**src/rtl/pc_gen_pkg.sv**
```systemverilog
// Shared definitions for the program-counter generator: default widths and FSM state encoding.
package pc_gen_pkg;

    localparam int unsigned XLEN_DEF = 32;
    localparam int unsigned INC_DEF  = 4;

    typedef enum logic [1:0] {
        StBoot   = 2'd0,
        StRun    = 2'd1,
        StHalted = 2'd2,
        StFault  = 2'd3
    } pc_state_e;

endpackage

```
**src/rtl/pc_next_sel.sv**
```systemverilog
// Next-PC selection: sequential incrementer, branch-target adder, trap/branch priority mux
// and redirect-target alignment check. Purely combinational.
module pc_next_sel import pc_gen_pkg::*; #(
    parameter int unsigned XLEN       = XLEN_DEF,
    parameter int unsigned INC        = INC_DEF,
    parameter int unsigned ALIGN_BITS = 2
) (
    input  logic [XLEN-1:0] pc_i,
    input  logic            br_take_i,
    input  logic [XLEN-1:0] br_base_i,
    input  logic [XLEN-1:0] br_off_i,
    input  logic            trap_take_i,
    input  logic [XLEN-1:0] trap_vec_i,
    output logic [XLEN-1:0] seq_o,
    output logic            redir_o,
    output logic [XLEN-1:0] target_o,
    output logic            misalign_o
);

    // Low ALIGN_BITS set; zero when no alignment is required.
    localparam logic [XLEN-1:0] AlignMask = ~({XLEN{1'b1}} << ALIGN_BITS);

    logic [XLEN-1:0] br_target;

    always_comb begin
        seq_o      = pc_i + XLEN'(INC);
        br_target  = br_base_i + br_off_i;
        redir_o    = trap_take_i | br_take_i;
        target_o   = trap_take_i ? trap_vec_i : br_target;
        misalign_o = redir_o && ((target_o & AlignMask) != '0);
    end

endmodule

```
**src/rtl/pc_gen.sv**
```systemverilog
// Program-counter generator: boot delay, fetch handshake, trap/branch redirect, halt/resume
// and misaligned-target fault. Optional perf counters are built when PC_PERF_EN is defined.
module pc_gen import pc_gen_pkg::*; #(
    parameter int unsigned     XLEN       = XLEN_DEF,
    parameter logic [XLEN-1:0] RESET_VEC  = '0,
    parameter int unsigned     INC        = INC_DEF,
    parameter int unsigned     ALIGN_BITS = 2,
    parameter int unsigned     BOOT_DELAY = 2
) (
    input  logic            CLK,
    input  logic            reset,
    output logic [XLEN-1:0] pc_o,
    output logic            pc_valid_o,
    input  logic            pc_ready_i,
    input  logic            br_take_i,
    input  logic [XLEN-1:0] br_base_i,
    input  logic [XLEN-1:0] br_off_i,
    input  logic            trap_take_i,
    input  logic [XLEN-1:0] trap_vec_i,
    input  logic            halt_i,
    input  logic            resume_i,
    output logic            misalign_o,
`ifdef PC_PERF_EN
    output logic [31:0]     fetch_cnt_o,
    output logic [31:0]     redir_cnt_o,
`endif
    output logic [1:0]      state_o
);

    localparam int unsigned CntW = (BOOT_DELAY > 1) ? $clog2(BOOT_DELAY) : 1;
    localparam logic [CntW-1:0] BootLast = CntW'(BOOT_DELAY - 1);

    pc_state_e       state_q, state_d;
    logic [XLEN-1:0] pc_q, pc_d;
    logic [CntW-1:0] boot_cnt_q, boot_cnt_d;
    logic            misalign_q, misalign_d;
    logic            redir_ok;

    logic [XLEN-1:0] seq_pc, target;
    logic            redir, tgt_mis;

    pc_next_sel #(
        .XLEN       (XLEN),
        .INC        (INC),
        .ALIGN_BITS (ALIGN_BITS)
    ) u_next_sel (
        .pc_i        (pc_q),
        .br_take_i   (br_take_i),
        .br_base_i   (br_base_i),
        .br_off_i    (br_off_i),
        .trap_take_i (trap_take_i),
        .trap_vec_i  (trap_vec_i),
        .seq_o       (seq_pc),
        .redir_o     (redir),
        .target_o    (target),
        .misalign_o  (tgt_mis)
    );

    always_comb begin
        state_d    = state_q;
        pc_d       = pc_q;
        boot_cnt_d = boot_cnt_q;
        misalign_d = 1'b0;
        redir_ok   = 1'b0;
        unique case (state_q)
            StBoot: begin
                if (boot_cnt_q == BootLast) begin
                    state_d = StRun;
                    pc_d    = RESET_VEC;
                end else begin
                    boot_cnt_d = boot_cnt_q + CntW'(1);
                end
            end
            StRun: begin
                if (redir) begin
                    if (tgt_mis) begin
                        state_d    = StFault;
                        misalign_d = 1'b1;
                    end else begin
                        pc_d     = target;
                        redir_ok = 1'b1;
                        state_d  = halt_i ? StHalted : StRun;
                    end
                end else begin
                    // An address accepted this cycle advances pc before a halt takes effect.
                    if (pc_ready_i) pc_d = seq_pc;
                    if (halt_i) state_d = StHalted;
                end
            end
            StHalted: begin
                if (redir) begin
                    if (tgt_mis) begin
                        state_d    = StFault;
                        misalign_d = 1'b1;
                    end else begin
                        pc_d     = target;
                        redir_ok = 1'b1;
                        state_d  = StRun;
                    end
                end else if (resume_i) begin
                    state_d = StRun;
                end
            end
            StFault: begin
                // Trap has mux priority, so target/tgt_mis reflect trap_vec_i here.
                if (trap_take_i) begin
                    if (tgt_mis) begin
                        misalign_d = 1'b1;
                    end else begin
                        pc_d     = target;
                        redir_ok = 1'b1;
                        state_d  = StRun;
                    end
                end
            end
            default: ;
        endcase
    end

    always_ff @(posedge CLK or posedge reset) begin
        if (reset) begin
            state_q    <= StBoot;
            pc_q       <= RESET_VEC;
            boot_cnt_q <= '0;
            misalign_q <= 1'b0;
        end else begin
            state_q    <= state_d;
            pc_q       <= pc_d;
            boot_cnt_q <= boot_cnt_d;
            misalign_q <= misalign_d;
        end
    end

`ifdef PC_PERF_EN
    logic [31:0] fetch_cnt_q, redir_cnt_q;

    always_ff @(posedge CLK or posedge reset) begin
        if (reset) begin
            fetch_cnt_q <= '0;
            redir_cnt_q <= '0;
        end else begin
            if (pc_valid_o && pc_ready_i) fetch_cnt_q <= fetch_cnt_q + 32'd1;
            if (redir_ok) redir_cnt_q <= redir_cnt_q + 32'd1;
        end
    end

    assign fetch_cnt_o = fetch_cnt_q;
    assign redir_cnt_o = redir_cnt_q;
`endif

    assign pc_o       = pc_q;
    assign pc_valid_o = (state_q == StRun);
    assign misalign_o = misalign_q;
    assign state_o    = state_q;

endmodule

```
**config.mk**
```make
export PLATFORM = sky130hd
export DESIGN_NAME = pc_gen
export DESIGN_NICKNAME = d
export VERILOG_FILES = /design/src/rtl/pc_gen_pkg.sv /design/src/rtl/pc_next_sel.sv /design/src/rtl/pc_gen.sv
export SDC_FILE = /design/constraint.sdc
export NUM_CORES = 1
export LEC_CHECK = 0
export ABC_AREA = 1
export BUFFER_PORTS_ARGS = -buffer_cell sky130_fd_sc_hd__buf_2
export CORE_ASPECT_RATIO = 1.75
export CORE_MARGIN = 2
export CORE_UTILIZATION = 39
export DETAILED_ROUTE_END_ITERATION = 10
export PLACE_DENSITY = 0.61
export SYNTH_ARGS = -nofsm -noshare
export SYNTH_HDL_FRONTEND = slang
export SYNTH_SLANG_ARGS = --single-unit
```
**constraint.sdc**
```tcl
create_clock -name CLK -period 2.6 [get_ports CLK]
set_input_delay 0.26 -clock CLK [delete_from_list [all_inputs] [get_ports CLK]]
set_output_delay 0.26 -clock CLK [all_outputs]
set_load 0.02 [all_outputs]
```
# After elaboration in Yosys (flattened, before gate mapping)
# Index checks and enable logic that the tools add are counted.
# W data, S select, Z words.
[word_totals] ff_bits=36 input_bits=103 output_inout_bits=36 elab_cells=48
[classes] n_addsub=3 eq_ne=10 muxes=24 bitwise=1 reduce_logical=6
[ops] cell="$mux W32" count=7
[ops] cell="$pmux W32 S4" count=1
[ops] cell="$add A32 B3 Y32 const B" count=1
[ops] cell="$add A32 B32 Y32" count=1
[ops] cell="$reduce_bool A32 Y1" count=1
[ops] cell="$mux W2" count=10
[ops] cell="$ne A2 B2 Y1 const B" count=4
[ops] cell="$pmux W2 S4" count=1
[ops] cell="$ne A3 B1 Y1 const B" count=2
[ops] cell="$reduce_and A5 Y1" count=1
[ops] cell="$eq A2 B2 Y1 const B" count=2
[ops] cell="$mux W1" count=4
[ops] cell="$reduce_and A4 Y1" count=1
[ops] cell="$ne A3 B3 Y1 const B" count=1
[ops] cell="$eq A2 B1 Y1 const B" count=1
[ops] cell="$logic_not A2 Y1" count=1
[ops] cell="$pmux W1 S2" count=1
[ops] cell="$reduce_or A2 Y1" count=1
[ops] cell="$add A1 B1 Y1 const B" count=1
[ops] cell="$logic_and A1 B1 Y1" count=1
[ops] cell="$or A1 B1 Y1" count=1

# Depth between registers and ports, before layout
[logic_depth] word_depth=7 mapped_depth=17 mapped_depth_nobuf=17

# Modules after synthesis
# From an unflattened synthesis, not the netlist that was laid out.
[unflattened] cells_unflattened=1111 area_unflattened_um2=5824.3
[modules_own_cells] module="pc_next_sel" n_inst=1 cells_each=714 area_per_inst_um2=3468.3
[modules_own_cells] module="pc_gen" n_inst=1 cells_each=397 area_per_inst_um2=2356.0

# Worst setup path before layout
# No wires, ideal clock.
[synth_timing] path_kind="register -> register" from="register state_q[1] (netlist: state_o[1])" to="register pc_q[10] (netlist: pc_o[10])" setup_time_ps=65 arrival_ps=1988 path_slack_ps=546 stages_incl_launch_ff=12 n_path_buf=1 period_less_slack_ps=2054 path_cell_list="dfrtp_1 -> inv_1 -> ha_1 -> inv_1 -> nor2_1 -> nor2_1 -> inv_1 -> clkbuf_1 -> o21ai_0 -> o22ai_1 -> nand2_1 -> nand2_1"
[synth_between] elab_chain_cells=3 word_cells_on_any_way=10 cone_classes="7 x eq/ne; 1 x mux; 2 x reduce/logical"
[synth_lines] element="from (decl)" line_no="pc_gen.sv:33" text="pc_state_e state_q, state_d;"
[synth_lines] element="from (signal assigned)" line_no="pc_gen.sv:122" text="state_q <= StBoot;"
[synth_lines] element="from (signal assigned)" line_no="pc_gen.sv:127" text="state_q <= state_d;"
[synth_lines] element="$eq A2 B1 Y1 *"
[synth_lines] element="via pc_valid_o" line_no="pc_gen.sv:13" text="output logic pc_valid_o,"
[synth_lines] element="$ne A3 B1 Y1 (no line)"
[synth_lines] element="$reduce_and A4 Y1 (no line)"
[synth_lines] element="to (signal assigned)" line_no="pc_gen.sv:128" text="pc_q <= pc_d;"
[synth_lines] element="to (decl)" line_no="pc_gen.sv:34" text="logic [XLEN-1:0] pc_q, pc_d;"
# Mark *: on every way through the listed nets, which the timed path passes. The rest lies on a longest branch.
# A chain may end at the register's enable or synchronous reset.

# Worst setup path in the final report
[layout_timing] from="input br_base_i[0]" to="register pc_q[16] (netlist: pc_o[16])"
[layout_between] elab_chain_cells=7 word_cells_on_any_way=9 cone_classes="1 x add/sub; 6 x mux; 2 x reduce/logical"
[layout_lines] element="from (decl)" line_no="pc_gen.sv:16" text="input logic [XLEN-1:0] br_base_i,"
[layout_lines] element="$add A32 B32 Y32 *" line_no="pc_next_sel.sv:27" text="br_target = br_base_i + br_off_i;"
[layout_lines] element="$mux W32 *" line_no="pc_next_sel.sv:29" text="target_o = trap_take_i ? trap_vec_i : br_target;"
[layout_lines] element="$reduce_bool A32 Y1" line_no="pc_next_sel.sv:30" text="misalign_o = redir_o && ((target_o & AlignMask) != '0);"
[layout_lines] element="$logic_and A1 B1 Y1" line_no="pc_next_sel.sv:30"
[layout_lines] element="$mux W32 *" line_no="pc_gen.sv:76, pc_gen.sv:92, pc_gen.sv:107"
[layout_lines] element="$mux W32, on equally long branches" line_no="pc_gen.sv:106, pc_gen.sv:75, pc_gen.sv:91"
[layout_lines] element="$pmux W32 S4 *" line_no="pc_gen.sv:65" text="unique case (state_q)"
# Mark *: on every way between the ends. The rest lies on a longest branch, timed or not. The select of a mux whose other input is x is not followed.

==> flow_metrics.env <==
export IMPL_fin_cells=1262
export IMPL_hold_ws_ps=79.8
export IMPL_grtUsageTotal_pct=25.6
export IMPL_p_leak_nw=3.66
export IMPL_yosys_warnings=0
export IMPL_syn_avg_cell_area_um2=5.69
export IMPL_cts_htree_levels=2
export IMPL_rsz0062_at_grt="no"
export IMPL_period_needed_ps=2070
export IMPL_cts_sinks=36
export IMPL_arrival_ps=2300
export IMPL_wl_per_cell_um=15.0
export IMPL_drive_gt1_share_pct=18.8
export IMPL_core_um2=13500
export IMPL_tightest_slew_ps=509
export IMPL_finalCritPeriodShare_pct=79.6
export IMPL_rrSetupSlack_ps=540
export IMPL_antenna_found_initial=0
export IMPL_cts_resized=0
export IMPL_r2r_cells=14
export IMPL_switching_share_pct=52.2
export IMPL_drt_iter0_markers=293
export IMPL_yosysSeqAreaShare_pct=16.7
export IMPL_tns_ps=0
export IMPL_start_util_pct=40.2
export IMPL_synthesis_area_um2=5400
export IMPL_endpoint_kind="flop"
export IMPL_ant_nets=0
export IMPL_p_int_mw=2.01
export IMPL_die_h_um=160
export IMPL_num_vias=6414
export IMPL_ios=139
export IMPL_combPwrFrac_pct=60.4
export IMPL_num_rows=56
export IMPL_seqPwrFrac_pct=24.5
export IMPL_synth_edf_count=0
export IMPL_cts_tree="done"
export IMPL_dr_pass1_iters=6
export IMPL_maxSlewViolCount=0
export IMPL_die_width_um=93.0
export IMPL_clkLatencyLatePin_ps=290
export IMPL_drc=0
export IMPL_place_gp_congestion=0.972
export IMPL_required_ps=2830
export IMPL_grt_ovfl_total=0
export IMPL_min_path_type="input pin to async pin"
export IMPL_cp_max_fo=3
export IMPL_grt_pass1_wl_um=30700
export IMPL_dp_hpwl_um=15400
export IMPL_power_switching_mw=2.19
export IMPL_worstReg2RegEnd="pc_o[22]"
export IMPL_cts_root_buf="clkbuf_16"
export IMPL_synth_ff_type="dfrtp_1"
export IMPL_post_cts_setup_buffer_count=0
export IMPL_wirelength_um=18900
export IMPL_synthArstFlopShare_pct=100
export IMPL_status="finished, final reports clean"
export IMPL_final_util_pct=48.1
export IMPL_dieArea_um2=14900
export IMPL_timing_slew_headroom_pct=66.1
export IMPL_yosysUniqueCellTypes=46
export IMPL_cts_buffers=5
export IMPL_hold_violations=0
export IMPL_fin_skew_ps=5.59
export IMPL_ir_drop_uv=467
export IMPL_clockBufferDepth=2
export IMPL_clock_power_share_pct=15.1
export IMPL_p_per_area_nw_per_um2=648
export IMPL_r2r_start="pc_o[3]"
export IMPL_n_fill_cell=1556
export IMPL_max_freq_mhz=483
export IMPL_final_nets=1227
export IMPL_io_buffers=138
export IMPL_diodes=0
export IMPL_synth_seq_cells=36
export IMPL_cts_clk_slew_worst_paths_ps=60
export IMPL_grt_max_degree=40
export IMPL_dpl_cell_count=1254
export IMPL_via_per_inst=5.08
export IMPL_synth_nets=1090
export IMPL_grt_pass1_vias=6349
export IMPL_area_delta_synth_final_pct=19.8
export IMPL_finalSetupViolations=0
export IMPL_hold_buffers=0
export IMPL_cp_start_kind="input pin"
export IMPL_syn_inst=950
export IMPL_cap_violations=0
export IMPL_critPathKind="input pin to flop"
-- worst max-delay path by stage --
stage                 start        to  slack [ps]  depth (start not counted)
2_1_floorplan    state_o[1]  pc_o[10]         550                         11
3_3_place_gp   br_base_i[0]  pc_o[16]         270                         16
3_5_place_dp   br_base_i[0]  pc_o[16]         250                         16
4_1_cts             pc_o[3]  pc_o[22]         530                         14
5_1_grt        br_base_i[0]  pc_o[16]         290                         16
6_report       br_base_i[0]  pc_o[16]         530                         16
-- sequential cells by signal, indices dropped and copies added (netlist names) --
register    flops
state_o         2
misalign_o      1
pc_o           32
boot_cnt_q      1
-- cells in the mapped netlist, drive strengths merged (2+ instances only) --
library cell / count / share of area, %
buf: 18 / 2.1
dfrtp: 36 / 17
nand4: 10 / 1.2
clkbuf: 7 / 0.49
a32oi: 2 / 0.32
nand3: 56 / 5.2
ha: 36 / 8.3
or2: 7 / 0.81
xnor2: 10 / 1.6
a21oi: 73 / 6.8
o21bai: 5 / 0.76
a31oi: 4 / 0.46
xor2: 6 / 0.97
o22ai: 4 / 0.46
o21ai: 66 / 6.1
nand2: 339 / 24
a21o: 3 / 0.42
nand3b: 5 / 0.69
nor4: 3 / 0.35
nor2: 99 / 8.7
nor3: 15 / 1.5
inv: 129 / 9.0
o211ai: 8 / 1.2
-- worst max-delay path, cell delays in order --
cell and delay, ps:
buf_2 100, ha_1 210, fa_1 430, nand3_1 100, nand3_1 110, nand3_1 90
nand2_1 110, nand2_1 80, nand2_1 100, nand2_1 80, nand2_1 40, o21ai_0 220
nand2_1 70, o21ai_0 150, nand2_1 60, nand2_1 60
-- logic make-up (layout without fill, tap and decap cells) --
logic type	Yosys count	in the layout	synth area share (%)
buf+inv	154	292	11.6
fa+ha+maj	37	37	8.71
simple gates	536	536	43.0
xor+xnor	16	16	2.59
flops	36	36	16.7
compound gates	171	171	17.5
-- area by class of cell --
type	instances	area [um^2]	share of cell area (%)
multi-input combinational	760	3880	59.9
sequential	36	901	13.9
timing repair buffer	155	843	13.0
inverter	129	484	7.48
tap	174	218	3.36
clock buffer	6	139	2.14
clock inverter	2	10.0	0.155
-- layer usage --
layer	vias up	GRT usage, %	share of wire (%)	wire (um)
met1	2839	28.4	38	7160
li1	3340	-	-	-
met4	0	11.2	4.2	791
met2	189	48.7	53	10100
met5	-	0	0	0
met3	46	1.70	4.4	835
-- per-stage QoR --
step                setup WS, ps  area (um^2)  power (mW)
floorplan                    546         5400        2.76
global placement             273         6330        3.56
detailed placement           253         6330        3.56
CTS                          530         6480        4.22
global route                 295         6480        4.59
finish                       531         6480        4.19
-- power groups by stage --
| stage | Combinational [mW] | Clock (mW) | Sequential, mW |
|---|---|---|---|
| 6_report | 2.53 | 0.633 | 1.03 |
| 5_1_grt | 2.85 | 0.670 | 1.06 |
| 4_1_cts | 2.54 | 0.651 | 1.03 |
| 3_5_place_dp | 2.53 | 0 | 1.03 |
| 3_3_place_gp | 2.52 | 0 | 1.03 |
| 2_1_floorplan | 1.61 | 0 | 1.15 |
-- cell usage in the layout (no fill, tap or decap), types with 5 or more instances in the layout --
cell / count
o211ai_1: 7
dfrtp_1: 36
nor2_2: 6
nand4_1: 10
xnor2_1: 10
nor2_4: 11
nand2_1: 327
o21ai_0: 61
or2_2: 5
nor2_1: 82
ha_1: 36
inv_1: 125
xor2_1: 6
nand2_2: 9
nor3_1: 14
a21oi_1: 73
nand3_1: 56
clkbuf_16: 5
buf_4: 15
buf_2: 138
nand3b_1: 5
No activity file was read; power rests on OpenSTA's default activity.
